File: config.mk
export PLATFORM = sky130hd
export DESIGN_NAME = branch_resolve_unit_flat
export DESIGN_NICKNAME = d
export VERILOG_FILES = /design/src/rtl/branch_resolve_if.sv /design/src/rtl/branch_resolve_unit.sv /design/src/flat_wrapper.sv
export SDC_FILE = /design/constraint.sdc
export NUM_CORES = 1
export LEC_CHECK = 0
export ABC_AREA = 0
export CAP_MARGIN = 20
export CORE_MARGIN = 4
export CORE_UTILIZATION = 61
export CTS_BUF_LIST = sky130_fd_sc_hd__clkbuf_4
export DETAILED_ROUTE_END_ITERATION = 12
export GPL_TIMING_DRIVEN = 0
export PLACE_DENSITY = 0.89
export SLEW_MARGIN = 40
export SYNTH_ARGS = -nofsm -noshare
export SYNTH_HDL_FRONTEND = slang
export SYNTH_SLANG_ARGS = --single-unit
File: constraint.sdc
create_clock -name clk -period 7.4 [get_ports clk]
set_clock_uncertainty 0.2 [all_clocks]
set_input_delay 1.48 -clock clk [delete_from_list [all_inputs] [get_ports clk]]
set_output_delay 1.48 -clock clk [all_outputs]
set_load 0.02 [all_outputs]
File: src/rtl/branch_resolve_if.sv
// Fetch/EX-facing bus of the branch resolve unit: prediction push, resolution,
// redirect/flush, predictor training and performance counters.
interface branch_resolve_if #(
  parameter int unsigned CNT_W = 32
);
  logic             pred_valid;
  logic [31:0]      pred_pc;
  logic             pred_taken;
  logic [31:0]      pred_target;
  logic             full;
  logic             res_valid;
  logic             res_taken;
  logic [31:0]      res_target;
  logic             redirect;
  logic [31:0]      redirect_pc;
  logic             flush;
  logic             upd_valid;
  logic             upd_taken;
  logic [31:0]      upd_pc;
  logic             err;
  logic [CNT_W-1:0] branch_cnt;
  logic [CNT_W-1:0] mispred_cnt;

  modport master (
    output pred_valid, pred_pc, pred_taken, pred_target,
    output res_valid, res_taken, res_target,
    input  full, redirect, redirect_pc, flush,
    input  upd_valid, upd_taken, upd_pc, err, branch_cnt, mispred_cnt
  );

  modport slave (
    input  pred_valid, pred_pc, pred_taken, pred_target,
    input  res_valid, res_taken, res_target,
    output full, redirect, redirect_pc, flush,
    output upd_valid, upd_taken, upd_pc, err, branch_cnt, mispred_cnt
  );
endinterface

File: src/rtl/branch_resolve_unit.sv
// Queues fetch-stage branch predictions, checks them in order against EX outcomes,
// and produces redirect/flush, predictor training updates and perf counters.
module branch_resolve_unit #(
  parameter int unsigned DEPTH = 4,
  parameter int unsigned CNT_W = 32
) (
  input  logic            clk,
  input  logic            rst,
  branch_resolve_if.slave bus
);
  localparam int unsigned PTR_W = (DEPTH > 1) ? $clog2(DEPTH) : 1;
  localparam int unsigned CQ_W  = PTR_W + 1;

  typedef struct packed {
    logic [31:0] pc;
    logic        taken;
    logic [31:0] target;
  } pred_t;

  pred_t            mem [DEPTH];
  logic [PTR_W-1:0] wr_ptr;
  logic [PTR_W-1:0] rd_ptr;
  logic [CQ_W-1:0]  count;

  logic             full_q;
  logic             redirect_q;
  logic [31:0]      redirect_pc_q;
  logic             upd_valid_q;
  logic             upd_taken_q;
  logic [31:0]      upd_pc_q;
  logic             err_q;
  logic [CNT_W-1:0] branch_cnt_q;
  logic [CNT_W-1:0] mispred_cnt_q;

  pred_t            head;
  logic             do_res;
  logic             mispred;
  logic             do_pop;
  logic             do_push;
  logic             push_err;
  logic             res_err;
  logic [31:0]      correct_pc;
  logic [CQ_W-1:0]  count_nxt;

  // Resolve/push decisions for this cycle; the flush pulse (redirect_q) blocks pushes
  always_comb begin
    head       = mem[rd_ptr];
    do_res     = bus.res_valid && (count != '0);
    mispred    = do_res && ((head.taken != bus.res_taken) ||
                            (bus.res_taken && (head.target != bus.res_target)));
    do_pop     = do_res && !mispred;
    do_push    = bus.pred_valid && (!full_q || do_res) && !mispred && !redirect_q;
    push_err   = bus.pred_valid && full_q && !do_res;
    res_err    = bus.res_valid && (count == '0);
    correct_pc = bus.res_taken ? bus.res_target : head.pc + 32'd4;
    count_nxt  = count;
    if (mispred) begin
      count_nxt = '0;
    end else if (do_push && !do_pop) begin
      count_nxt = count + CQ_W'(1);
    end else if (!do_push && do_pop) begin
      count_nxt = count - CQ_W'(1);
    end
  end

  // Prediction storage carries no reset; validity is tracked by count
  always_ff @(posedge clk) begin
    if (do_push) begin
      mem[wr_ptr] <= '{pc: bus.pred_pc, taken: bus.pred_taken, target: bus.pred_target};
    end
  end

  always_ff @(posedge clk) begin
    if (rst) begin
      wr_ptr        <= '0;
      rd_ptr        <= '0;
      count         <= '0;
      full_q        <= 1'b0;
      redirect_q    <= 1'b0;
      redirect_pc_q <= '0;
      upd_valid_q   <= 1'b0;
      upd_taken_q   <= 1'b0;
      upd_pc_q      <= '0;
      err_q         <= 1'b0;
      branch_cnt_q  <= '0;
      mispred_cnt_q <= '0;
    end else begin
      count      <= count_nxt;
      full_q     <= (count_nxt == CQ_W'(DEPTH));
      redirect_q <= mispred;
      err_q      <= err_q | push_err | res_err;
      if (mispred) begin
        wr_ptr        <= '0;
        rd_ptr        <= '0;
        redirect_pc_q <= correct_pc;
        mispred_cnt_q <= mispred_cnt_q + CNT_W'(1);
      end else begin
        if (do_push) wr_ptr <= wr_ptr + PTR_W'(1);
        if (do_pop)  rd_ptr <= rd_ptr + PTR_W'(1);
      end
      upd_valid_q <= do_res;
      if (do_res) begin
        upd_taken_q  <= bus.res_taken;
        upd_pc_q     <= head.pc;
        branch_cnt_q <= branch_cnt_q + CNT_W'(1);
      end
    end
  end

  assign bus.full        = full_q;
  assign bus.redirect    = redirect_q;
  assign bus.flush       = redirect_q;
  assign bus.redirect_pc = redirect_pc_q;
  assign bus.upd_valid   = upd_valid_q;
  assign bus.upd_taken   = upd_taken_q;
  assign bus.upd_pc      = upd_pc_q;
  assign bus.err         = err_q;
  assign bus.branch_cnt  = branch_cnt_q;
  assign bus.mispred_cnt = mispred_cnt_q;
endmodule
File: src/flat_wrapper.sv
// flat-port wrapper written by rule: the top's interface ports become plain ports
module branch_resolve_unit_flat 
#(
  parameter int unsigned DEPTH = 4,
  parameter int unsigned CNT_W = 32
)
  (clk, rst, bus_pred_valid, bus_pred_pc, bus_pred_taken, bus_pred_target, bus_res_valid, bus_res_taken, bus_res_target, bus_full, bus_redirect, bus_redirect_pc, bus_flush, bus_upd_valid, bus_upd_taken, bus_upd_pc, bus_err, bus_branch_cnt, bus_mispred_cnt);
  branch_resolve_if #(.CNT_W(CNT_W)) bus_i ();
  input  logic clk;
  input  logic rst;
  input wire logic [$bits(bus_i.pred_valid)-1:0] bus_pred_valid;
  input wire logic [$bits(bus_i.pred_pc)-1:0] bus_pred_pc;
  input wire logic [$bits(bus_i.pred_taken)-1:0] bus_pred_taken;
  input wire logic [$bits(bus_i.pred_target)-1:0] bus_pred_target;
  input wire logic [$bits(bus_i.res_valid)-1:0] bus_res_valid;
  input wire logic [$bits(bus_i.res_taken)-1:0] bus_res_taken;
  input wire logic [$bits(bus_i.res_target)-1:0] bus_res_target;
  output wire logic [$bits(bus_i.full)-1:0] bus_full;
  output wire logic [$bits(bus_i.redirect)-1:0] bus_redirect;
  output wire logic [$bits(bus_i.redirect_pc)-1:0] bus_redirect_pc;
  output wire logic [$bits(bus_i.flush)-1:0] bus_flush;
  output wire logic [$bits(bus_i.upd_valid)-1:0] bus_upd_valid;
  output wire logic [$bits(bus_i.upd_taken)-1:0] bus_upd_taken;
  output wire logic [$bits(bus_i.upd_pc)-1:0] bus_upd_pc;
  output wire logic [$bits(bus_i.err)-1:0] bus_err;
  output wire logic [$bits(bus_i.branch_cnt)-1:0] bus_branch_cnt;
  output wire logic [$bits(bus_i.mispred_cnt)-1:0] bus_mispred_cnt;
  assign bus_i.pred_valid = bus_pred_valid;
  assign bus_i.pred_pc = bus_pred_pc;
  assign bus_i.pred_taken = bus_pred_taken;
  assign bus_i.pred_target = bus_pred_target;
  assign bus_i.res_valid = bus_res_valid;
  assign bus_i.res_taken = bus_res_taken;
  assign bus_i.res_target = bus_res_target;
  assign bus_full = bus_i.full;
  assign bus_redirect = bus_i.redirect;
  assign bus_redirect_pc = bus_i.redirect_pc;
  assign bus_flush = bus_i.flush;
  assign bus_upd_valid = bus_i.upd_valid;
  assign bus_upd_taken = bus_i.upd_taken;
  assign bus_upd_pc = bus_i.upd_pc;
  assign bus_err = bus_i.err;
  assign bus_branch_cnt = bus_i.branch_cnt;
  assign bus_mispred_cnt = bus_i.mispred_cnt;
  branch_resolve_unit #(.DEPTH(DEPTH), .CNT_W(CNT_W)) u_core (.clk(clk), .rst(rst), .bus(bus_i));
endmodule
[Word-level counts from Yosys, hierarchy flattened]
Memories as Yosys holds them, arrays and structs flattened. A register that Yosys moved wholly into a read port is not among the register bits.
Index checks and enable logic that the tools add are counted.
Cells by class
  add/subtract/negate cells: 7
  eq/ne operators: 3
  mux-type cells: 8
  bitwise logic cells: 2
  reduce and logical (&&, ||, !) cells: 23
Operators by type and width (number)
  32-bit by 1-bit adder with 32-bit output (second input constant): 2
  32-bit by 3-bit adder with 32-bit output (second input constant): 1
  32-bit two-way mux: 1
  32-bit inequality test: 1
  1-bit logical AND: 12
  3-bit two-way mux: 3
  1-bit logical NOT: 6
  2-bit by 1-bit adder with 2-bit output (second input constant): 2
  2-bit two-way mux: 2
  3-bit by 1-bit adder with 3-bit output (second input constant): 1
  3-bit == test (second input constant): 1
  3-bit logical NOT: 1
  3-bit nonzero test: 1
  3-bit by 1-bit subtractor with 3-bit output (second input constant): 1
  1-bit logical OR: 2
  1-bit two-way mux: 2
  1-bit OR: 2
  2-bit OR reduction: 1
  1-bit inequality test: 1
Storage, ports and cells
  register bits after elaboration: 140
  memory bits (writable): 260
  input port bits: 102
  output and inout bits: 134
  logic and storage cells: 56
  memories kept: 1
Memory list
  u_core.mem: depth 4, width 65, read ports 1, clocked after memory_dff 1, write ports 1, RTL line branch_resolve_unit.sv:20  | pred_t mem [DEPTH];

[Longest topological paths before layout]
Gate-level depths: netlist of the first run.
  depth after elaboration: 13
  gate-level depth with buffers: 13
  mapped depth without buffers: 10

[Worst setup path after synthesis of the first run]
OpenSTA, ideal clock, no wires.
  path kind: input -> register
  start point: input port bus_res_taken
  end point: memory u_core.mem[0][0] in the netlist's numbering, enable pin
  arrival: 4.461 ns
  path slack: 2.309 ns
  stages on the path: 8
  path through: clkbuf_1 -> o311a_1 -> o2111ai_1 -> nor4_1 -> a31oi_2 -> nand2_1 -> buf_4 -> and3_1
Between the ends
  word-level cells in the longest chain between the ends: 8
  elaborated cells on any way between the ends: 9
Ends and longest elaborated chain
  start: declaration: RTL line flat_wrapper.sv:16  | input wire logic [$bits(bus_i.res_taken)-1:0] bus_res_taken;
  1-bit inequality test / 1-bit logical AND (equally long branches): RTL line branch_resolve_unit.sv:49, branch_resolve_unit.sv:50
  1-bit logical OR (*): RTL line branch_resolve_unit.sv:49  | mispred = do_res && ((head.taken != bus.res_taken) ||
  1-bit logical AND (*): RTL line branch_resolve_unit.sv:49
  1-bit logical NOT (*): RTL line branch_resolve_unit.sv:52  | do_push = bus.pred_valid && (!full_q || do_res) && !mispred && !redirect_q;
  1-bit logical AND (*) (2 in series): RTL line branch_resolve_unit.sv:52
  1-bit two-way mux (*): RTL line branch_resolve_unit.sv:68  | if (do_push) begin
  1-bit two-way mux (not written as such) (*): RTL line branch_resolve_unit.sv:69  | mem[wr_ptr] <= '{pc: bus.pred_pc, taken: bus.pred_taken, target: bus.pred_target};
  end: declaration: RTL line branch_resolve_unit.sv:20
Every way passes the cells marked *; elsewhere a longest branch is shown, timed or not.

==> results of run 1 <==
-- power groups by stage --
stage / registers (mW) / logic, mW / clock network, mW
6_report: 2.57 / 0.632 / 1.83
5_1_grt: 2.57 / 0.668 / 1.97
4_1_cts: 2.57 / 0.625 / 1.85
3_5_place_dp: 2.62 / 0.620 / 0
3_3_place_gp: 2.62 / 0.586 / 0
2_1_floorplan: 2.64 / 0.300 / 0
-- path summary, 6_finish.rpt --
| check | start | slack (ns) | to |
|---|---|---|---|
| worst max register to register | register | 2.59 | u_core.mem[2][15]$_DFFE_PP_ |
| worst min register to register | u_core.bus.upd_pc[23]$_SDFFE_PP0P_ | 0.26 | u_core.bus.upd_pc[23]$_SDFFE_PP0P_ |
| worst max-delay path | register | 2.59 | u_core.mem[2][15]$_DFFE_PP_ |
| worst min-delay path | u_core.bus.upd_pc[23]$_SDFFE_PP0P_ | 0.26 | u_core.bus.upd_pc[23]$_SDFFE_PP0P_ |
-- flip-flops by register name, indices dropped and copies added, names as in the netlist, named ones only --
signal                  flops
u_core.bus.full             1
u_core.count                3
u_core.bus.mispred_cnt     32
u_core.rd_ptr               2
u_core.bus.upd_pc          32
u_core.wr_ptr               2
u_core.bus.err              1
u_core.mem                260
u_core.bus.upd_valid        1
u_core.bus.upd_taken        1
u_core.bus.branch_cnt      32
u_core.bus.flush            1
u_core.bus.redirect_pc     32
-- synth_stat cells (3+ instances only) --
master,number
a21oi_1,84
a2bb2oi_1,4
a311oi_1,3
and3_1,17
and4_1,7
buf_1,6
buf_2,8
buf_4,11
buf_6,6
clkbuf_1,31
dfxtp_1,142
edfxtp_1,260
ha_1,10
inv_1,17
mux2_2,6
mux2i_1,18
mux4_2,58
nand2_1,172
nand2b_1,9
nand3_1,36
nand4_1,33
nor2_1,79
nor2b_1,7
nor3_1,8
nor4_1,9
o2111ai_1,3
o211ai_1,21
o21a_1,3
o21ai_0,28
o31ai_1,7
or3_1,14
or4_1,10
xnor2_1,47
xor2_1,45
-- layer usage --
layer | vias up | track usage | wire length (um)
li1 | 5397 | - | -
met1 | 5985 | 0.375 | 16500
met2 | 866 | 0.500 | 22300
met3 | 192 | 0.0737 | 4780
met4 | 2 | 0.175 | 2820
met5 | - | 0 | 7
-- tightest hold or removal path, cell delays in order, from the launching register on --
cell	delay, ns
dfxtp_1	0.31
nand2_1	0.05
a21oi_1	0.05
-- cells in the final DEF (no fill, tap or decap), types with 4 or more instances in the layout --
| cell | n |
|---|---|
| mux4_2 | 58 |
| and4_1 | 7 |
| or3_1 | 14 |
| clkbuf_4 | 151 |
| clkinv_1 | 19 |
| nor4_1 | 7 |
| o21ai_0 | 28 |
| buf_2 | 8 |
| ha_1 | 10 |
| buf_6 | 6 |
| clkdlybuf4s50_1 | 233 |
| a2bb2oi_1 | 4 |
| xor2_1 | 45 |
| buf_12 | 5 |
| o211ai_1 | 21 |
| or4_1 | 10 |
| nor2_1 | 79 |
| inv_1 | 17 |
| xnor2_1 | 47 |
| nand3_1 | 36 |
| mux2i_1 | 18 |
| buf_1 | 6 |
| buf_4 | 11 |
| edfxtp_1 | 260 |
| nand4_1 | 33 |
| mux2_2 | 6 |
| nor2b_1 | 7 |
| o31ai_1 | 7 |
| nand2b_1 | 9 |
| dfxtp_1 | 142 |
| and3_4 | 4 |
| clkbuf_1 | 31 |
| nor3_1 | 8 |
| and3_1 | 13 |
| a21oi_1 | 84 |
| nand2_1 | 172 |
-- layout make-up --
cell class	count	share of cell area
diodes	3	0.000363
plain buffers	62	0.0159
clock buffers	151	0.0548
clock inverters	25	0.00611
inverters	17	0.00308
multi-input cells	768	0.267
flip-flops and latches	402	0.515
well taps	341	0.0206
repair buffers	238	0.118
-- cells by family (layout without fill, tap and decap cells) --
logic type | count (synthesis) | after routing | synth area share
flops | 402 | 402 | 0.644
simple gates | 412 | 412 | 0.117
buf+inv | 79 | 493 | 0.0238
other cells | 0 | 3 | 0
xor+xnor | 92 | 92 | 0.0487
compound gates | 171 | 171 | 0.0638
fa+ha+maj | 10 | 10 | 0.00757
mux | 83 | 83 | 0.0947
==> metrics, run 1 <==
status=complete, no violations; Hold Slack=0.258 ns; hold_buf cts=0; layout cells sized above 1=0.160; max cap viols=0; DP HPWL=33.0 mm; Initial Util=0.617; # IOs=236; fin area=0.0207 mm2; # DRC=0; post_cts resized=0; setup bufs post-CTS=0; H-tree depth=3; CP Cell Sequence=buf_4 > buf_2 > mux4_2 > xnor2_1 > nand4_1 > nor4_1 > a31oi_2 > nand2_1 > buf_4 > and3_4 > buf_12; Post-Synthesis Cells=1,249; CTS tree=done; grt ovf=0; Final Total Pwr=5.03 mW; dpl cell area=0.0194 mm2; Switching Share=0.258; Final WS setup=2.59 ns; gpl congestion=0.916; FFs w/ async S/R, synth=0; achievable frequency=208 MHz; crit-path most repeated cell=buf_4; part of the power in combinational logic=0.126; Worst-path clk slew=0.07 ns; hold depth=2; P_int=3.73 mW; total core area=0.0268 mm2; initial DRC count=1,477; Slew @ Worst Pin=0.807 ns; final worst path period need=4.81 ns; area delta synth->final=25.2%; synth warn=0; min-delay worst type=reg -> reg; DIE HEIGHT=173 um; clock root cell=clkbuf_4; area of the multi-input gates=0.00553 mm2; die area=0.0298 mm2; DR WL/cell=23.1 um; CP Capture Type=register; critical path type=reg -> reg; Yosys reg bits=402; Post-Route WL=46.4 mm; Power Dens Cells=243 mW/mm2; LEAKAGE=6.80 nW; storage element area=0.0107 mm2; biggest area consumer among synthesized cells=edfxtp_1; sequential area share after synthesis=0.644; WP depth=11; Die X=173 um; Slowest-stage cell, CP=nor4_1; Port Buffers=233; first-pass GRT wire length=70.6 mm; final worst path period share=0.650; Post-Route Setup TNS=0 ns; Clock Latency Late Sink=0.75 ns; EDFF count, synth=260; Finish-stage setup viols=0; Yosys top cell area share=0.472; Worst setup SP type=register; worst path arrival time=5.00 ns; FF-to-FF path depth=11; Setup WS pre-CTS=2.06 ns; Routed Antenna Nets=0; vias in the first global route=12,600; Final Max Slew Viols=0; Vias/cell=6.20; Post-layout nets=1,699; post-synthesis cell area=0.0165 mm2; Primary FF master, synth=edfxtp_1; worst vdd ir=158 uV; vias=12,400; CTS buffer count=98; Global Route Usage Sum=0.305; switching pwr=1.30 mW; syn nets=1,361; largest net degree at the start of global routing=37; final hold vios=0; critical path buffer and inverter count=4; relative slew slack=0.459; initial antenna violation count=4; Rows=60; max incr delay on CP=0.60 ns; Worst Path Max Fanout=36; fin cells=2,007; clk buf depth=3; final core utilization=0.772; fillcell total=1,508; Top Family by Delay on Critical Path=simple AND/OR/NAND/NOR gates; first-pass iteration count of the detailed router=7; placed insts=1,828; ranking of synthesized cells by area=edfxtp_1 (47%), dfxtp_1 (17%), mux4_2 (7.9%); RSZ-0062 raised after global routing=no; Crit path required time=7.59 ns; Sink Count=402; syn_area_per_cell=13.2 um2; library cells used by synthesis=60; Reg power frac=0.511; Clock Power Share=0.364
Note: power is estimated with default switching activity, not from simulation.
==> run 2, diff against run 1 <==
Settings changed: CORE_UTILIZATION 61 to 51, PLACE_DENSITY 0.89 to 0.79.
Clock period 7.4 ns to 4.04 ns, I/O delays scaled along.
==> run 2 against run 1 <==
Power up 85%. Worst hold slack improved by 0.00071 ns. Global-route usage down 4.7 points. Clock power rose by 87%. Core utilization is 11 points lower. Sequential power increased by 83%. Sequential cell count did not move. Setup slack worse by 2.4 ns.
==> metrics, run 2 (synthesis gave the netlist of run 1 again) <==
layout cells sized above 1=0.172; CP Capture Type=register; CTS buffer count=99; status=complete, no violations; leading cell type in the layout, fill and taps excluded=edfxtp_1; LEAKAGE=6.91 nW; Post-Route WL=46.7 mm; Worst-path clk slew=0.06 ns; Slowest-stage cell, CP=mux4_2; first-pass GRT wire length=69.9 mm; most frequent cells in the layout=edfxtp_1 (260), clkdlybuf4s50_1 (233), nand2_1 (171), clkbuf_4 (157), dfxtp_1 (141); initial DRC count=1,111; clk buf depth=3; fin area=0.0210 mm2; final worst path period need=3.86 ns; critical path buffer and inverter count=4; Die X=188 um; first-pass iteration count of the detailed router=6; min-delay worst type=reg -> reg; crit-path most repeated cell=buf_6; Worst Path Max Fanout=16; Clock Latency Late Sink=0.74 ns; Top reg by flops=u_core.mem; H-tree depth=3; Rows=65; # IOs=236; dpl cell area=0.0195 mm2; CP Cell Sequence=buf_4 > buf_6 > mux4_2 > xnor2_1 > nand4_1 > nor4_4 > a31oi_4 > nand2_2 > buf_6 > and3_4 > bufbuf_16; Final Max Slew Viols=0; Power Dens Cells=443 mW/mm2; final hold vios=0; final worst path period share=0.955; Routed Antenna Nets=0; vias=12,000; RSZ-0062 raised after global routing=no; total core area=0.0318 mm2; DP HPWL=32.7 mm; Crit path required time=4.27 ns; max cap viols=0; grt ovf=0; largest net degree at the start of global routing=36; Port Buffers=233; achievable frequency=259 MHz; Sink Count=402; die area=0.0354 mm2; CTS tree=done; worst path arrival time=4.09 ns; gpl congestion=0.900; Largest register FFs=260; worst vdd ir=290 uV; Vias/cell=5.69; flop2flop setup slack=0.18 ns; Slew @ Worst Pin=0.736 ns; Global Route Usage Sum=0.258; # DRC=0; Finish-stage setup viols=0; area delta synth->final=27.2%; Post-layout nets=1,710; DIE HEIGHT=188 um; Final Total Pwr=9.31 mW; DR WL/cell=22.1 um; clock root cell=clkbuf_4; vias in the first global route=12,000; Initial Util=0.520; critical path type=reg -> reg; max incr delay on CP=0.53 ns; relative slew slack=0.510; Worst setup SP type=register; initial antenna violation count=4; Top Family by Delay on Critical Path=simple AND/OR/NAND/NOR gates; hold_buf cts=0
## run 2: final timing paths
path,from,to,cells past startpoint
max,register,u_core.mem[3][1]$_DFFE_PP_,11
min,u_core.bus.upd_pc[15]$_SDFFE_PP0P_,u_core.bus.upd_pc[15]$_SDFFE_PP0P_,2
max reg2reg,register,u_core.mem[3][1]$_DFFE_PP_,11
min reg2reg,u_core.bus.upd_pc[15]$_SDFFE_PP0P_,u_core.bus.upd_pc[15]$_SDFFE_PP0P_,2
## run 2: timing repair
item / 4_1_cts / 5_1_grt
gates cloned: 4 / 0
setup endpoints to repair: 260 / 236
gates resized for setup: 7 / 2
buffers inserted: 6 / 0
pin swaps: 6 / 3
## run 2: per-stage QoR
step | setup WS (ns) | hold WS (ns) | setup TNS (ns) | std cells | util
6_report | 0.180 | 0.258 | 0 | 2116 | 0.661
5_1_grt | 0.0525 | 0.279 | 0 | 2116 | 0.661
4_1_cts | 0.0172 | 0.257 | 0 | 2115 | 0.661
3_5_place_dp | -0.708 | 0.246 | -130.16 | 1922 | 0.615
3_3_place_gp | -1.32 | 0.239 | -340.45 | 1917 | 0.611
2_1_floorplan | 0.258 | 0.245 | 0 | 1249 | -
## run 2: worst min-delay path, delay by kind of cell, from the launching register on
kind / cells / cell delay, ns
simple gates: 1 / 0.05
compound gates: 1 / 0.05
flops: 1 / 0.30
## run 2: cell type report
| type | instances | area, um2 |
|---|---|---|
| Timing Repair Buffer | 245 | 2520 |
| Buffer | 62 | 339 |
| Multi-Input combinational cell | 771 | 5590 |
| Clock buffer | 157 | 1180 |
| Inverter | 17 | 63.8 |
| Sequential cell | 402 | 10700 |
| Tap cell | 435 | 544 |
| Antenna cell | 1 | 2.50 |
| Fill cell | 2351 | 10800 |
| Clock inverter | 26 | 138 |
## run 2: power by group
part	switching [mW]	leakage (nW)	internal [mW]
Sequential	0.0906	3.53	4.61
Combinational	0.709	2.60	0.479
Clock	1.59	0.783	1.83
Total	2.39	6.91	6.92
## run 2: per-layer routing
metal  vias up  global-route usage  share of wire  wire [um]
li1       5449                   -              -          -
met1      5858               0.326           0.38      17800
met2       614               0.426           0.49      22600
met3       115              0.0594          0.090       4210
met4         6               0.117          0.043       2000
met5         -                   0        0.00088         41
